## config.mk

```make
export PLATFORM = sky130hd
export DESIGN_NAME = snes_video_src
export DESIGN_NICKNAME = d
export VERILOG_FILES = /design/src/rtl/snes_video_src.sv
export SDC_FILE = /design/constraint.sdc
export NUM_CORES = 1
export LEC_CHECK = 0
export CORE_MARGIN = 8
export CORE_UTILIZATION = 55
export DETAILED_ROUTE_END_ITERATION = 6
export GPL_ROUTABILITY_DRIVEN = 0
export PLACE_DENSITY_LB_ADDON = 0.15
export SLEW_MARGIN = 10
export SYNTH_ARGS = -nofsm -noshare
export SYNTH_HDL_FRONTEND = slang
export SYNTH_SLANG_ARGS = --single-unit
```

## constraint.sdc

```tcl
create_clock -name clk -period 5.4 [get_ports clk]
set_input_delay 0.54 -clock clk [delete_from_list [all_inputs] [get_ports clk]]
set_output_delay 0.54 -clock clk [all_outputs]
set_load 0.03 [all_outputs]
```

## src/rtl/snes_video_src.sv

```systemverilog
// snes_video_src
//   Synthetic SNES-style video and audio source used to exercise the
//   downstream converter without a real console attached.
//
//   Video: a phase counter divides clk into dots. Each dot lasts 2*DOT_HALF
//   clk cycles, and the dots are walked across a DOTS_PER_LINE x
//   LINES_PER_FRAME raster. The field bit toggles once per frame. Every
//   pixel-rate output is reloaded only on the cycle a dot starts, so it
//   holds steady for the whole dot.
//
//   Audio: a free-running divider produces one sawtooth sample every
//   AUDIO_DIV cycles, provided the sink is ready for it.
//
//   Ports
//     clk          : SNES clock domain
//     reset        : asynchronous, active-high
//     pause        : freezes every counter and output while high
//     mode[1:0]    : 0 gradient, 1 bars, 2 checker, 3 solid colour
//     solid[14:0]  : colour used in mode 3
//     audio_en     : sink can take a sample
//     dotclk       : dot clock, low for the first half of each dot
//     hblank       : h >= 256
//     vblank       : v >= 224
//     rgb5[14:0]   : {B,G,R} pixel, forced to 0 while blanked
//     xs[8:0]      : {x[7:0], dotclk}
//     ys[8:0]      : {field, y[7:0]}
//     snes_refresh : DRAM refresh window, in dots
//     audio_l/r    : sawtooth sample; right channel is the inverse of left
//     audio_ready  : one-cycle strobe marking a new sample
module snes_video_src #(
    parameter int          DOT_HALF        = 2,
    parameter int          DOTS_PER_LINE   = 341,
    parameter int          LINES_PER_FRAME = 262,
    parameter int          REFRESH_DOT     = 134,
    parameter int          REFRESH_LEN     = 10,
    parameter int          AUDIO_DIV       = 671,
    parameter logic [15:0] AUDIO_STEP      = 16'd64
) (
    input  logic        clk,
    input  logic        reset,
    input  logic        pause,
    input  logic [1:0]  mode,
    input  logic [14:0] solid,
    input  logic        audio_en,
    output logic        dotclk,
    output logic        hblank,
    output logic        vblank,
    output logic [14:0] rgb5,
    output logic [8:0]  xs,
    output logic [8:0]  ys,
    output logic        snes_refresh,
    output logic [15:0] audio_l,
    output logic [15:0] audio_r,
    output logic        audio_ready
);

    localparam int PH_LAST = 2 * DOT_HALF - 1;

    logic [7:0]  ph, ph_nx;
    logic [15:0] h, h_nx;
    logic [15:0] v, v_nx;
    logic        field, field_nx;
    logic        dot_start;

    logic [7:0]  x_nx, y_nx;
    logic [7:0]  x_q, y_q;
    logic        hb_nx, vb_nx, ref_nx;
    logic [14:0] pat_nx, rgb_nx;

    logic [15:0] div;
    logic        div_wrap;
    logic [15:0] l_sum;
    logic        ready_q;

    // Raster position for the next cycle. A dot starts on the cycle ph
    // wraps back to 0; that cycle carries the h, v and field increments.
    always_comb begin
        ph_nx     = ph + 8'd1;
        h_nx      = h;
        v_nx      = v;
        field_nx  = field;
        dot_start = 1'b0;
        if (ph == 8'(PH_LAST)) begin
            ph_nx     = '0;
            dot_start = 1'b1;
            if (h == 16'(DOTS_PER_LINE - 1)) begin
                h_nx = '0;
                if (v == 16'(LINES_PER_FRAME - 1)) begin
                    v_nx     = '0;
                    field_nx = ~field;
                end else begin
                    v_nx = v + 16'd1;
                end
            end else begin
                h_nx = h + 16'd1;
            end
        end
    end

    // Pixel-rate outputs for the dot that is about to start. mode and
    // solid are sampled here, so a change lands on the next dot boundary.
    always_comb begin
        x_nx   = h_nx[7:0];
        y_nx   = v_nx[7:0];
        hb_nx  = (h_nx >= 16'd256);
        vb_nx  = (v_nx >= 16'd224);
        ref_nx = (h_nx >= 16'(REFRESH_DOT)) &&
                 (h_nx < 16'(REFRESH_DOT + REFRESH_LEN));
        pat_nx = '0;
        case (mode)
            2'd0:    pat_nx = {y_nx[7:3], x_nx[7:3], x_nx[4:0] ^ y_nx[4:0]};
            2'd1:    pat_nx = x_nx[5] ? 15'h001F : 15'h7FFF;
            2'd2:    pat_nx = (x_nx[3] ^ y_nx[3]) ? 15'h7FFF : 15'h0000;
            default: pat_nx = solid;
        endcase
        rgb_nx = (hb_nx || vb_nx) ? 15'h0000 : pat_nx;
    end

    assign div_wrap = (div == 16'(AUDIO_DIV - 1));
    assign l_sum    = audio_l + AUDIO_STEP;

    always_ff @(posedge clk or posedge reset) begin
        if (reset) begin
            ph           <= '0;
            h            <= '0;
            v            <= '0;
            field        <= 1'b0;
            div          <= '0;
            dotclk       <= 1'b0;
            hblank       <= 1'b0;
            vblank       <= 1'b0;
            rgb5         <= '0;
            x_q          <= '0;
            y_q          <= '0;
            snes_refresh <= 1'b0;
            audio_l      <= '0;
            audio_r      <= 16'hFFFF;
            ready_q      <= 1'b0;
        end else if (pause) begin
            // Everything holds, but any pending strobe is dropped so that
            // it is not shown a second time once the pause ends.
            ready_q <= 1'b0;
        end else begin
            ph     <= ph_nx;
            h      <= h_nx;
            v      <= v_nx;
            field  <= field_nx;
            dotclk <= (ph_nx >= 8'(DOT_HALF));
            if (dot_start) begin
                hblank       <= hb_nx;
                vblank       <= vb_nx;
                rgb5         <= rgb_nx;
                x_q          <= x_nx;
                y_q          <= y_nx;
                snes_refresh <= ref_nx;
            end
            div     <= div_wrap ? 16'd0 : div + 16'd1;
            ready_q <= div_wrap & audio_en;
            if (div_wrap && audio_en) begin
                audio_l <= l_sum;
                audio_r <= ~l_sum;
            end
        end
    end

    assign xs          = {x_q, dotclk};
    assign ys          = {field, y_q};
    // The mask makes the strobe drop in the same cycle that pause is raised.
    assign audio_ready = ready_q & ~pause;

endmodule

```

After elaboration in Yosys (flattened, before gate mapping)
Cells that the tools add are included.
{ "classes": {"bitwise_logic": 7, "shift": 0, "add_sub_neg": 5, "n_div": 0, "order_cmp": 5, "reduce_logical": 7, "mux": 13, "n_mul": 0, "eq_ne": 6} }
{ "op_table": {"columns": ["cell", "n"], "rows": [
  ["$mux 16", 6],
  ["$add 16x1->16 const B", 3],
  ["$mux 15", 3],
  ["$pmux 15 s3", 1],
  ["$eq 16x9->1 const B", 2],
  ["$ge 16x8->1 const B", 2],
  ["$add 16x7->16 const B", 1],
  ["$eq 16x10->1 const B", 1],
  ["$ge 16x9->1 const B", 1],
  ["$lt 16x8->1 const B", 1],
  ["$not 16->16", 1],
  ["$add 8x1->8 const B", 1],
  ["$eq 8x2->1 const B", 1],
  ["$ge 8x2->1 const B", 1],
  ["$mux 8", 1],
  ["$xor 5x5->5", 1],
  ["$reduce_and 2->1", 2],
  ["$reduce_and 4->1", 1],
  ["$and 1x1->1", 2],
  ["$eq 2x1->1 const B", 1],
  ["$eq 2x2->1 const B", 1],
  ["$logic_and 1x1->1", 2],
  ["$logic_not 2->1", 1],
  ["$mux 1", 2],
  ["3 further kinds", 4]
]} }
{ "word_totals": {"latch_bits": 0, "out_inout_bits": 70, "mem_bits_rw": 0, "wordCells": 58, "rom_bits": 0, "reg_bits": 125, "n_memories": 0, "inputBits": 21} }

Depth between registers and ports, before layout
{ "depth": {"ltp_word": 8, "mapped_depth": 14} }

Worst setup path after synthesis
No wires, ideal clock.
{ "synth_timing": {"path_type": "flip-flop to flip-flop", "start": "register h[0]", "end": "register rgb5[10]", "slack_ps": 2769, "path_stages_with_launch": 13, "setup_time_ps": 95, "required_time_ps": 5305, "arrival_ps": 2535, "cell_sequence": "dfrtp_1 > clkbuf_1 > inv_1 > ha_1 > nor4b_2 > and4_1 > buf_4 > nand2_2 > nor3_1 > xor2_1 > a311oi_2 > nand3_1 > o31ai_1"} }
{ "synth_between": {"elab_chain_len": 7, "word_cells_on_any_way": 14, "classes_between": "add/sub: 1; order compare: 2; eq/ne: 1; mux: 8; bitwise: 1; reduce/logical: 1"} }
{ "synth_rtl": {"columns": ["item", "line_no", "source"], "rows": [
  ["start, declared", "60", "logic [15:0] h, h_nx;"],
  ["start signal, assigned", "145", "h <= h_nx;"],
  ["parallel branches: the longest is 6 deep, another holds $add 16x1->16", null, null],
  ["$mux 15 *", "116", "rgb_nx = (hb_nx || vb_nx) ? 15'h0000 : pat_nx;"],
  ["end signal, assigned", "152", "rgb5 <= rgb_nx;"],
  ["end, declared", "48", "output logic [14:0] rgb5,"]
]} }
Every way passes the cells marked *.
A chain may end at the register's enable or synchronous reset.

Worst setup path after layout
{ "layout_timing": {"start": "register h[0]", "end": "register rgb5[11]"} }
The elaborated chain is that of the path after synthesis.

==> impl_metrics.xml <==
<?xml version="1.0" encoding="UTF-8"?>
<metrics>
  <group name="status">
    <metric name="run_status" unit="">complete, no violations</metric>
  </group>
  <group name="placement">
    <metric name="dpl_worst_slack" unit="ns">2.06</metric>
    <metric name="port_buffers" unit="">78</metric>
    <metric name="dp_hpwl" unit="mm">10.9</metric>
    <metric name="placed_cells_incl_taps" unit="">873</metric>
  </group>
  <group name="global_routing">
    <metric name="grt.total_usage" unit="%">21.3</metric>
    <metric name="grt_use_met2" unit="%">33.2</metric>
    <metric name="global_route.usage.met1" unit="%">28.5</metric>
    <metric name="grt_pass1_vias" unit="">5178</metric>
    <metric name="grt_max_degree" unit="">72</metric>
    <metric name="globalRouteMet3Util" unit="%">4.25</metric>
    <metric name="globalRouteOverflowTotal" unit="">0</metric>
    <metric name="global_route.peak_usage_layer" unit="">met2</metric>
    <metric name="grt_pass1_wl" unit="mm">25.8</metric>
    <metric name="antenna_found_initial" unit="">0</metric>
  </group>
  <group name="final_layout">
    <metric name="diodes" unit="">0</metric>
    <metric name="drive_above_1_share" unit="%">11.4</metric>
    <metric name="layoutNonFillerInstCount" unit="">905</metric>
    <metric name="final_core_util" unit="%">67.9</metric>
    <metric name="area_occupied_by_multi_input_gates" unit="mm2">0.00321</metric>
    <metric name="synth_to_layout_area_growth" unit="%">21.1</metric>
    <metric name="filler_cell_count" unit="">898</metric>
    <metric name="finalNetCount" unit="">779</metric>
    <metric name="register_area" unit="mm2">0.00284</metric>
  </group>
  <group name="setup_path">
    <metric name="setup.worst_path.start_class" unit="">flop</metric>
    <metric name="data_required_time_at_the_worst_endpoint" unit="ns">5.73</metric>
    <metric name="worstSetupPathType" unit="">reg2reg</metric>
    <metric name="crit_path_max_fanout" unit="">15</metric>
    <metric name="crit_slowest_cell" unit="">a311oi_2</metric>
    <metric name="endpoint_kind" unit="">flop</metric>
    <metric name="timing.critical_path.cells" unit="">inv_1, ha_1, nor4b_2, and4_1, nand2_2, nor3_1, xor2_1, a311oi_2, nand4b_4, o21ai_0</metric>
    <metric name="cp_slowest_stage_delay" unit="ns">0.54</metric>
    <metric name="critical_path.n_buffers_inverters" unit="">1</metric>
    <metric name="critical_path_arrival" unit="ns">3.69</metric>
    <metric name="critical-path-top-delay-family" unit="">simple AND/OR/NAND/NOR gates</metric>
  </group>
  <group name="timing">
    <metric name="fmax" unit="MHz">298</metric>
    <metric name="worst_slew_margin_rel" unit="%">29.3</metric>
    <metric name="setup_viol" unit="">0</metric>
    <metric name="fin_crit" unit="ns">3.36</metric>
    <metric name="max_slew.worst_pin.slew" unit="ns">1.05</metric>
    <metric name="grt_setup_unrepaired" unit="">no</metric>
    <metric name="finalHoldViolCount" unit="">0</metric>
    <metric name="slew_viol_final" unit="">0</metric>
    <metric name="fin_setup_tns" unit="ns">0</metric>
    <metric name="clock_skew" unit="ns">0.00975</metric>
    <metric name="final.setup.worst_slack" unit="ns">2.04</metric>
    <metric name="layout_worst_path_cycle_share" unit="%">62.2</metric>
    <metric name="finalHoldWorstSlack" unit="ns">0.471</metric>
  </group>
  <group name="logic_synthesis">
    <metric name="dominantRegCellSynth" unit="">dfrtp_1</metric>
    <metric name="syn-cell-area" unit="mm2">0.00634</metric>
    <metric name="synth_edf_count" unit="">0</metric>
    <metric name="synth_top_cells_by_area" unit="">dfrtp_1 41%, nand2_1 6.7%, xor2_1 4.7%</metric>
    <metric name="synth.top_cells.by_count" unit="">114 x nand2_1, 103 x dfrtp_1, 56 x nor2_1, 40 x o21ai_0, 34 x xor2_1</metric>
    <metric name="synth.largest_area_cell" unit="">dfrtp_1</metric>
    <metric name="synthArstFlopShare" unit="%">100</metric>
    <metric name="syn_inst" unit="">686</metric>
    <metric name="postSynthRegisterBits" unit="">113</metric>
    <metric name="synthMostInstantiatedCell" unit="">nand2_1</metric>
    <metric name="syn_area_per_cell" unit="um2">9.25</metric>
    <metric name="synth_top_area_share" unit="%">40.6</metric>
    <metric name="count_of_warnings_emitted_by_yosys" unit="">0</metric>
    <metric name="synth.distinct_cells" unit="">65</metric>
    <metric name="yosysSeqAreaShare" unit="%">44.8</metric>
  </group>
  <group name="clocking">
    <metric name="clk_latency_worst_skew_pair" unit="ns">0.42</metric>
    <metric name="clk_pin_slew" unit="ns">0.05</metric>
    <metric name="cts_setup_buffers" unit="">0</metric>
    <metric name="ctsLongestPathBuffers" unit="">2</metric>
    <metric name="hold_buffers" unit="">0</metric>
    <metric name="tritoncts_num_sinks" unit="">113</metric>
    <metric name="post_cts_resized" unit="">0</metric>
    <metric name="cts_buffers" unit="">17</metric>
    <metric name="htreeDepth" unit="">4</metric>
    <metric name="clock_root_buffer_master" unit="">clkbuf_16</metric>
    <metric name="cts_tree" unit="">built</metric>
  </group>
  <group name="die">
    <metric name="fp.dieW" unit="um">123</metric>
    <metric name="total_die_area" unit="mm2">0.0152</metric>
    <metric name="dieHeight" unit="um">123</metric>
    <metric name="design.portCount" unit="">91</metric>
    <metric name="placementRows" unit="">39</metric>
    <metric name="core_area" unit="mm2">0.0113</metric>
    <metric name="start_util" unit="%">56.0</metric>
  </group>
  <group name="hold_path">
    <metric name="min_path_type" unit="">reg2reg</metric>
  </group>
  <group name="detailed_routing">
    <metric name="ant_nets" unit="">0</metric>
    <metric name="drt_iter0_markers" unit="">373</metric>
    <metric name="total_via_count_after_detailed_routing" unit="">5185</metric>
    <metric name="drt_wl_total" unit="mm">15.5</metric>
    <metric name="number_of_vias_per_cell" unit="">5.73</metric>
    <metric name="drc" unit="">0</metric>
    <metric name="drt_first_pass_iters" unit="">5</metric>
    <metric name="wire_per_inst" unit="um">17.1</metric>
  </group>
  <group name="power_and_ir_drop">
    <metric name="irDropWorstVdd" unit="V">0.000306</metric>
    <metric name="power_per_cell_area" unit="mW/mm2">352</metric>
    <metric name="p_leak" unit="uW">0.00334</metric>
  </group>
  <group name="job">
    <metric name="cap_viol_max_count" unit="">0</metric>
  </group>
</metrics>
## cells by family (layout without fill, tap and decap cells)
logic type	Yosys count	after routing	share of synthesized area (%)
flops	113	113	44.8
fa+ha+maj	9	9	1.77
compound gates	117	117	12.3
xor+xnor	66	66	9.23
mux	14	14	2.45
simple gates	301	301	24.2
buf+inv	64	130	5.19
other cells	2	12	0.118
## path summary, 6_finish.rpt
check / startpoint / slack, ns / endpoint / depth (start not counted)
max: h[0] / 2.04 / rgb5[11] / 10
min: rgb5[5] / 0.47 / rgb5[5] / 2
max reg2reg: h[0] / 2.04 / rgb5[11] / 10
min reg2reg: rgb5[5] / 0.47 / rgb5[5] / 2
max in group asynchronous: reset / 3.66 / y_q[6] / 3
min in group asynchronous: reset / 0.67 / audio_l[8] / 2
## power breakdown
group	switching, uW	internal [uW]
Combinational	314	230
Sequential	126	939
Clock	384	710
## layout make-up
cell class / count / share of cell area [%]
tap: 143 / 2.33
clock inverter: 10 / 1.42
inverter: 17 / 0.863
clock buffer: 22 / 6.17
sequential: 113 / 37.0
timing repair buffer: 81 / 10.5
multi-input combinational: 519 / 41.8
## per-stage QoR
step,power (uW),instance area (um2)
2_1_floorplan,1450,6380
3_3_place_gp,1600,7100
3_5_place_dp,1620,7100
4_1_cts,2720,7680
5_1_grt,2830,7680
6_report,2700,7680
## registers in the layout, summed over array words and instances, names as in the netlist
register and flops:
div 16, h 16, v 16, rgb5 15
audio_l 10, audio_r 10, ph 8, x_q 8
y_q 8, dotclk 1, field 1, hblank 1
ready_q 1, snes_refresh 1, vblank 1
## routing by layer
| layer | share of wire, % | up-vias |
|---|---|---|
| met1 | 44 | 2479 |
| met5 | 0 | - |
| met3 | 6.9 | 20 |
| li1 | - | 2495 |
| met4 | 1.4 | 0 |
| met2 | 48 | 191 |
## cells in the final DEF, fill, tap and decap left out, drive strengths merged, types with 9 or more instances in the layout
| cell | instances |
|---|---|
| dfrtp | 103 |
| xor2 | 35 |
| o21ai | 55 |
| conb | 12 |
| nand3 | 28 |
| ha | 9 |
| xnor2 | 31 |
| nand4 | 11 |
| dfstp | 10 |
| nor3 | 20 |
| clkdlybuf4s50 | 78 |
| nand2 | 116 |
| a21oi | 11 |
| nor2 | 56 |
| and3 | 11 |
| inv | 17 |
| nor4 | 12 |
| mux2 | 12 |
| clkbuf | 22 |
## tightest hold or removal path: stages (launching register included)
cell	delay (ns)
dfrtp_1	0.33
nand2_1	0.05
o31ai_1	0.05
Note: power is estimated with default switching activity, not from simulation.
